==> src/rtl/program_loader.sv <==
// program_loader: writer side of the CPU instruction store.
// Receives a framed byte stream (HEADER, N, N x 4 data bytes, checksum),
// assembles 28-bit instruction words and writes them to the instruction RAM
// at consecutive addresses starting at 0. Holds the CPU in reset while a
// load is in progress or has failed, and reports completion or an error code.
//
// Ports:
//   Clock          in   system clock, rising edge
//   Reset          in   asynchronous, active-high reset
//   iStart         in   one-cycle pulse arming the loader (IDLE/DONE/ERROR only)
//   iByte          in   received byte
//   iByteValid     in   iByte valid strobe, one cycle per byte
//   oWriteEnable   out  one-cycle RAM write strobe
//   oWriteAddress  out  RAM write address
//   oWriteData     out  RAM write data (28-bit instruction)
//   oCpuHold       out  holds the CPU in reset while high
//   oDone          out  load completed with good checksum (level)
//   oError         out  00 none, 01 zero count, 10 bad nibble, 11 checksum
//   oWordCount     out  words written in the current load
module program_loader #(
  parameter int          ADDR_WIDTH  = 16,
  parameter int          INSTR_WIDTH = 28,
  parameter logic [7:0]  HEADER      = 8'hA5
) (
  input  logic                   Clock,
  input  logic                   Reset,
  input  logic                   iStart,
  input  logic [7:0]             iByte,
  input  logic                   iByteValid,
  output logic                   oWriteEnable,
  output logic [ADDR_WIDTH-1:0]  oWriteAddress,
  output logic [INSTR_WIDTH-1:0] oWriteData,
  output logic                   oCpuHold,
  output logic                   oDone,
  output logic [1:0]             oError,
  output logic [ADDR_WIDTH-1:0]  oWordCount
);

  typedef enum logic [2:0] {
    IDLE, WAIT_HDR, GET_COUNT, GET_DATA, GET_CSUM, DONE, ERROR
  } state_t;

  state_t                   state_q, state_d;
  logic [1:0]               idx_q, idx_d;    // byte index within current word
  logic [7:0]               cnt_q, cnt_d;    // word count N
  logic [7:0]               csum_q, csum_d;  // modulo-256 sum of data bytes
  logic [19:0]              asm_q, asm_d;    // word bits [27:8] collected so far

  logic                     we_d;
  logic [ADDR_WIDTH-1:0]    waddr_d;
  logic [INSTR_WIDTH-1:0]   wdata_d;
  logic                     hold_d;
  logic                     done_d;
  logic [1:0]               err_d;
  logic [ADDR_WIDTH-1:0]    wc_d;
  logic [ADDR_WIDTH-1:0]    wc_next;

  assign wc_next = oWordCount + ADDR_WIDTH'(1);

  always_ff @(posedge Clock or posedge Reset) begin
    if (Reset) begin
      state_q       <= IDLE;
      idx_q         <= '0;
      cnt_q         <= '0;
      csum_q        <= '0;
      asm_q         <= '0;
      oWriteEnable  <= 1'b0;
      oWriteAddress <= '0;
      oWriteData    <= '0;
      oCpuHold      <= 1'b0;
      oDone         <= 1'b0;
      oError        <= '0;
      oWordCount    <= '0;
    end else begin
      state_q       <= state_d;
      idx_q         <= idx_d;
      cnt_q         <= cnt_d;
      csum_q        <= csum_d;
      asm_q         <= asm_d;
      oWriteEnable  <= we_d;
      oWriteAddress <= waddr_d;
      oWriteData    <= wdata_d;
      oCpuHold      <= hold_d;
      oDone         <= done_d;
      oError        <= err_d;
      oWordCount    <= wc_d;
    end
  end

  always_comb begin
    state_d = state_q;
    idx_d   = idx_q;
    cnt_d   = cnt_q;
    csum_d  = csum_q;
    asm_d   = asm_q;
    we_d    = 1'b0;
    waddr_d = oWriteAddress;
    wdata_d = oWriteData;
    hold_d  = oCpuHold;
    done_d  = oDone;
    err_d   = oError;
    wc_d    = oWordCount;

    unique case (state_q)
      IDLE, DONE, ERROR: begin
        if (iStart) begin
          state_d = WAIT_HDR;
          hold_d  = 1'b1;
          done_d  = 1'b0;
          err_d   = 2'b00;
          wc_d    = '0;
          csum_d  = '0;
          idx_d   = '0;
        end
      end
      WAIT_HDR: begin
        if (iByteValid && iByte == HEADER) state_d = GET_COUNT;
      end
      GET_COUNT: begin
        if (iByteValid) begin
          if (iByte == 8'd0) begin
            state_d = ERROR;
            err_d   = 2'b01;
          end else begin
            cnt_d   = iByte;
            state_d = GET_DATA;
          end
        end
      end
      GET_DATA: begin
        if (iByteValid) begin
          csum_d = csum_q + iByte;
          idx_d  = idx_q + 2'd1;
          unique case (idx_q)
            2'd0: begin
              if (iByte[7:4] != 4'd0) begin
                state_d = ERROR;
                err_d   = 2'b10;
              end else begin
                asm_d[19:16] = iByte[3:0];
              end
            end
            2'd1: asm_d[15:8] = iByte;
            2'd2: asm_d[7:0]  = iByte;
            default: begin
              // Final byte: strobe and count update land together on the
              // next edge, so address takes the pre-increment count.
              we_d    = 1'b1;
              wdata_d = INSTR_WIDTH'({asm_q, iByte});
              waddr_d = oWordCount;
              wc_d    = wc_next;
              if (wc_next == ADDR_WIDTH'(cnt_q)) state_d = GET_CSUM;
            end
          endcase
        end
      end
      GET_CSUM: begin
        if (iByteValid) begin
          if (iByte == csum_q) begin
            state_d = DONE;
            done_d  = 1'b1;
            hold_d  = 1'b0;
          end else begin
            state_d = ERROR;
            err_d   = 2'b11;
          end
        end
      end
      default: state_d = IDLE;
    endcase
  end

endmodule

==> config.mk <==
export PLATFORM = sky130hd
export DESIGN_NAME = program_loader
export DESIGN_NICKNAME = d
export VERILOG_FILES = /design/src/rtl/program_loader.sv
export SDC_FILE = /design/constraint.sdc
export NUM_CORES = 1
export LEC_CHECK = 0
export ABC_CLOCK_PERIOD_IN_PS = 3600
export CAP_MARGIN = 20
export CORE_MARGIN = 10
export CORE_UTILIZATION = 55
export CTS_BUF_LIST = sky130_fd_sc_hd__clkbuf_16
export CTS_CLUSTER_SIZE = 20
export DETAILED_ROUTE_END_ITERATION = 16
export PLACE_DENSITY_LB_ADDON = 0.05
export SETUP_SLACK_MARGIN = 0.3
export SYNTH_ARGS = -nofsm -noshare
export SYNTH_HDL_FRONTEND = slang
export SYNTH_SLANG_ARGS = --single-unit
==> constraint.sdc <==
create_clock -name Clock -period 3.6 [get_ports Clock]
set_input_delay 0.36 -clock Clock [delete_from_list [all_inputs] [get_ports Clock]]
set_output_delay 0.36 -clock Clock [all_outputs]
set_load 0.1 [all_outputs]
==> results of run 1 <==
## metrics by stage
step                std cells  hold slack (ns)  cell area [sq um]  setup slack, ns  utilization, %
global placement          740           0.4438               6180           0.7328           66.25
finish                    756           0.4351               6466           0.8845           69.32
floorplan                 555           0.4331               5334           0.4511               -
CTS                       756           0.4683               6466           0.9093           69.32
global route              756           0.4851               6466           0.6553           69.32
detailed placement        740           0.4496               6180           0.6965           66.25
## cells by family after synthesis
kind of cell    Yosys count  synth area share, %
xor+xnor                 17                3.049
compound gates          104                13.00
buf+inv                  44                4.129
simple gates            240                20.46
flops                   106                49.73
fa+ha+maj                13                3.190
mux                      31                6.451
## how the worst max path moves through the flow
| stage | start | to | slack, ns | cells past startpoint |
|---|---|---|---|---|
| floorplan | Reset | asm_q[0] | 0.45 | 1 |
| detailed placement | iByte[3] | oDone | 0.70 | 8 |
| global placement | iByte[3] | oDone | 0.73 | 8 |
| CTS | oWordCount[0] | state_q[0] | 0.91 | 7 |
| finish | oWordCount[0] | state_q[0] | 0.88 | 7 |
| global route | oWordCount[0] | state_q[0] | 0.66 | 7 |
## state kept, by name, indices dropped and copies added, names as in the netlist
signal / count
asm_q: 20
oDone: 1
oWordCount: 16
csum_q: 8
oWriteData: 28
oWriteEnable: 1
state_q: 3
oError: 2
oCpuHold: 1
cnt_q: 8
idx_q: 2
oWriteAddress: 16
## per-layer routing
layer | global-route usage [%] | part of all wire, % | wire length (microns)
met5 | 0 | 0 | 0
met4 | 4.580 | 1.1 | 142
met3 | 4.855 | 7.5 | 966
met2 | 29.45 | 48 | 6143
met1 | 23.30 | 43 | 5559
## power breakdown
group          switching, W  total (W)  internal (W)
combinational       0.00143    0.00210      0.000673
sequential         0.000243    0.00173       0.00149
clock              0.000464   0.000947      0.000483
## cell type report
type / instances / area (sq um) / share of cell area (%)
clock buffers: 9 / 225.2 / 3.483
clock inverters: 7 / 61.31 / 0.9481
multi-input cells: 405 / 2466 / 38.14
well taps: 129 / 161.4 / 2.496
flip-flops and latches: 106 / 2653 / 41.02
repair buffers: 85 / 840.8 / 13.00
inverters: 15 / 58.81 / 0.9094
## cells in the mapped netlist (2+ instances only)
library cell  number
nand2_1          166
dfrtp_1          106
o21ai_0           43
mux2_2            27
clkbuf_1          15
inv_1             15
nor2_1            15
a21oi_1           14
ha_1              12
nand3_1           12
xnor2_1           10
buf_2              8
a21o_1             7
nor3_1             7
and3_1             6
nor4_1             6
xor2_1             6
a31oi_1            5
o211ai_1           5
mux2i_1            4
o31ai_1            4
a211oi_1           3
a22o_1             3
clkbuf_8           3
nand2b_1           3
a311oi_1           2
nand4_1            2
nor2b_1            2
nor3b_1            2
o221a_2            2
o311ai_0           2
or2_2              2
or4_1              2
## worst register-to-register path, cell delays in order, from the launching register on
cell and delay, ns:
dfrtp_1 0.48, ha_1 0.37, nand4_4 0.21, or3_4 0.46
a2111oi_4 0.34, o2111ai_1 0.22, nor4_1 0.35, o21ai_0 0.15
==> results.toml, run 1 <==
[status]
outcome = "complete, no violations"

[drt]
routed_wl_mm = 12.81
drt_iter0_drc = 311
drt_pre_antenna_iters = 7
viasPerCell = 5.726
wire_per_inst_microns = 16.95
drc = 0
vias = 4329
drtAntennaViolNets = 0

[die]
die_w_microns = 118.5
core_area_sq_um = 9328
start_util_pct = 57.18
chipHeight_microns = 118.5
die_area_sq_um = 14040
std_cell_rows = 35
ios = 77

[placed_design]
place_congestion = 0.8963
port_buffers = 76
dpl.hpwl_mm = 8.809

[grt]
grt_usage_pct = 18.05
grt_max_degree = 63
antenna_found_initial = 0
grt_pass1_vias = 4327
grt_pass1_wl_mm = 21.59
gr-total-overflow = 0

[pwr]
ir_worst_vdd_v = 0.0005511
power_density_nw_per_um2 = 739.9
leakagePower_nw = 3.018
finalPower_w = 0.004784

[sta]
finalCritPeriodShare_pct = 75.43
rsz0062_at_grt = "no"
fmax_mhz = 368.3
tightest_slew_ns = 1.008
finalSetupTns_ns = 0
fin_worst_skew_ns = 0.007781
period_minus_slack_ns = 2.715
setup_viol = 0
max_slew_margin_pct = 32.60
hold_viol_final = 0
slew_violations = 0

[synthesis]
yosys_warnings = 0
synthTopCellsByArea = "dfrtp_1 (50%), nand2_1 (12%), mux2_2 (5.7%)"
syn_area_sq_um = 5334
synth_edf_count = 0
yosys.area.top_type = "dfrtp_1"
syn_inst = 555
postSynth.asyncResetShare_pct = 100.0
ys_ff_latch = 106
ys_seq_area_share_pct = 49.73
synth_fp_nets = 580
synth.top_cell.area_share_pct = 49.73
ys.flop_type = "dfrtp_1"
synthDistinctLibCells = 67
avgSynthCellArea_sq_um = 9.611

[clocking]
cts_buffers = 9
cts_hold_buffers = 0
clk_path_buf_depth = 2
clkSinkCount = 106
h-tree-depth = 3
cts_setup_buffers = 0
insertion_delay_ns = 0.34
postCtsResizedCells = 0
cts_tree = "yes"
cts.clk_slew.worst_paths_ns = 0.08
cts_root_buffer = "clkbuf_16"

[job]
maxCapViolCount = 0

[critical_path]
max_stage_delay_ns = 0.48
rrSetupSlack_ns = 0.88
r2r_end = "state_q[0]"
path_class = "reg -> reg"
crit_fanout = 10
crit_family = "simple AND/OR/NAND/NOR gates"
end_kind = "register"
start_kind = "register"
cp_data_arrival_time_ns = 2.93
r2r_cells = 7
cp_cell_sequence = "ha_1 > nand4_4 > or3_4 > a2111oi_4 > o2111ai_1 > nor4_1 > o21ai_0"
cp_slowest_cell = "dfrtp_1"
worstPathRequired_ns = 3.81
r2r-start = "oWordCount[0]"
cp_num_buf_inv = 0

[final_layout]
fill_cells = 747
drive_above_1_share_pct = 11.32
diodes = 0
layout_commonest_cell = "nand2_1"
nets = 647
final_cell_mix = "nand2_1 (166), dfrtp_1 (106), clkdlybuf4s50_1 (76)"
synthToLayoutAreaGrowth_pct = 21.23

[hold_path]
hold_path_class = "in -> async"
Note: power is estimated with default switching activity, not from simulation.
==> inputs of run 2 (changes only) <==
--- a/config.mk
+++ b/config.mk
@@ -5,7 +5,7 @@
 export SDC_FILE = /design/constraint.sdc
 export NUM_CORES = 1
 export LEC_CHECK = 0
-export ABC_CLOCK_PERIOD_IN_PS = 3600
+export ABC_CLOCK_PERIOD_IN_PS = 2800
 export CAP_MARGIN = 20
 export CORE_MARGIN = 10
 export CORE_UTILIZATION = 55
==> constraint.sdc (replaced) <==
create_clock -name Clock -period 2.8 [get_ports Clock]
set_input_delay 0.28 -clock Clock [delete_from_list [all_inputs] [get_ports Clock]]
set_output_delay 0.28 -clock Clock [all_outputs]
set_load 0.1 [all_outputs]
==> run 2 against run 1 <==
  * Clock power is 37% higher
  * Worst hold slack worse by 0.15 ns
  * Maximum frequency is 17% higher
  * Non-clock buffer count is 21 higher
  * Utilization is 1.0 points higher
  * Sequential share of layout area is 0.41 points lower
  * Critical path depth is 1 higher
  * Critical endpoint is now state_q[2]
==> results.toml, run 2 (synthesis gave the netlist of run 1 again) <==
[status]
outcome = "complete, no violations"

[die]
start_util_pct = 57.18
ios = 77
die_w_microns = 118.5
chipHeight_microns = 118.5
core_area_sq_um = 9328
std_cell_rows = 35
die_area_sq_um = 14040

[sta]
finalCritPeriodShare_pct = 83.22
whs_ns = 0.2824
tightest_slew_ns = 0.5190
fmax_mhz = 429.2
setup_ws_ns = 0.4698
slew_violations = 0
period_minus_slack_ns = 2.330
rsz0062_at_grt = "no"
fin_worst_skew_ns = 0.01032
max_slew_margin_pct = 65.36
hold_viol_final = 0
setup_viol = 0
finalSetupTns_ns = 0

[drt]
drtAntennaViolNets = 0
highest_layer = "met4"
vias = 4348
drc = 0
wire_per_inst_microns = 16.97
viasPerCell = 5.596
met2_length_mm = 6.393
wl_met1_mm = 5.822
drt_iter0_drc = 444
drt_pre_antenna_iters = 5
routed_wl_mm = 13.18
wl_met3_microns = 697

[final_layout]
layout_commonest_cell = "nand2_1"
largest_reg_flops = 28
final_util_pct = 70.36
fill_cells = 710
nets = 668
regMostFlops = "oWriteData"
final_cell_mix = "nand2_1 (166), dfrtp_1 (96), buf_4 (92)"
diodes = 0
top_regs = "oWriteData: 28 flops, asm_q: 20 flops"
drive_above_1_share_pct = 26.70
synthToLayoutAreaGrowth_pct = 23.04

[clocking]
cts_root_buffer = "clkbuf_16"
insertion_delay_ns = 0.35
cts_tree = "yes"
h-tree-depth = 3
clk_path_buf_depth = 2
cts_buffers = 9
clkSinkCount = 106
cts.clk_slew.worst_paths_ns = 0.08

[critical_path]
crit_start = "oWordCount[0]"
r2r_end = "state_q[2]"
worstPathRequired_ns = 3.10
crit_fanout = 6
r2r-start = "oWordCount[0]"
end_kind = "register"
r2r_cells = 8
start_kind = "register"
rrSetupSlack_ns = 0.47
setup.worst_path.end = "state_q[2]"
path_class = "reg -> reg"
cp_data_arrival_time_ns = 2.63

[pwr]
power_density_nw_per_um2 = 957.2
p_sw_w = 0.002837
power_frac_seq_pct = 35.6
finalPower_w = 0.006282
clkPwrFrac_pct = 20.8
p_sw_share_pct = 45.17
comb_power_share_pct = 43.6
ir_worst_vdd_v = 0.0008162
p_int_w = 0.003445
leakagePower_nw = 3.250

[grt]
grt_max_degree = 40
grt_pass1_wl_mm = 22.15
antenna_found_initial = 0
grt_pass1_vias = 4376
grt_usage_pct = 18.67
gr-total-overflow = 0

[job]
maxCapViolCount = 0

[hold_path]
hold_path_class = "in -> async"

[placed_design]
dpl.hpwl_mm = 9.408
dp_slack_ns = 0.1341
place_congestion = 0.8878
port_buffers = 76
[run 2: cell types whose count changed in the layout (fill, tap and decap cells not counted), sizes merged]
cell	change
buf	+86
clkinvlp	+1
clkinv	-1
clkdlybuf4s50	-65
[run 2: cell type report]
cell class | count | area [sq um] | area share (%)
clock buffers | 9 | 225.2 | 3.432
clock inverters | 7 | 91.34 | 1.392
inverters | 15 | 61.31 | 0.9342
multi-input cells | 405 | 2497 | 38.06
flip-flops and latches | 106 | 2665 | 40.61
well taps | 129 | 161.4 | 2.459
repair buffers | 106 | 860.8 | 13.12
[run 2: timing repair]
action | 4_1_cts | 5_1_grt
resized for setup | 1 | 7
setup buffers | 0 | 5
hold buffers | 0 | 0
setup endpoints to repair | 3 | 28
pin swaps | 0 | 2
[run 2: how the worst min path moves through the flow]
stage | start | endpoint
6_report | Reset | oWriteAddress[5]
5_1_grt | Reset | oWriteAddress[5]
3_5_place_dp | asm_q[12] | oWriteData[20]
4_1_cts | Reset | oWriteAddress[3]
2_1_floorplan | iByte[0] | oWriteData[0]
3_3_place_gp | asm_q[0] | oWriteData[8]
[run 2: power groups by stage]
| stage | clock [W] | sequential (W) | combinational [W] |
|---|---|---|---|
| after floorplan | 0 | 0.00313 | 0.00118 |
| after global placement | 0 | 0.00224 | 0.00265 |
| after detailed placement | 0 | 0.00226 | 0.00270 |
| after CTS | 0.00133 | 0.00223 | 0.00271 |
| after global routing | 0.00138 | 0.00229 | 0.00295 |
| final | 0.00130 | 0.00224 | 0.00274 |
[run 2: through the flow]
stage	instance area, sq um	std cells
2_1_floorplan	5349	555
6_report	6563	777
4_1_cts	6494	772
3_5_place_dp	6175	756
3_3_place_gp	6167	755
5_1_grt	6563	777
[run 2: per-layer routing]
| metal | up-vias | track usage (%) |
|---|---|---|
| li1 | 2093 | - |
| met1 | 2102 | 23.57 |
| met2 | 128 | 30.67 |
| met3 | 25 | 4.522 |
| met4 | 0 | 6.489 |
| met5 | - | 0 |
[run 2: critical path: stages (launching register included)]
cell and delay, ns:
dfrtp_2 0.43, ha_4 0.20, nand4_4 0.12, or3_4 0.42, a2111oi_4 0.36, o2111ai_2 0.19, buf_4 0.18, o41ai_2 0.22
a21o_1 0.15
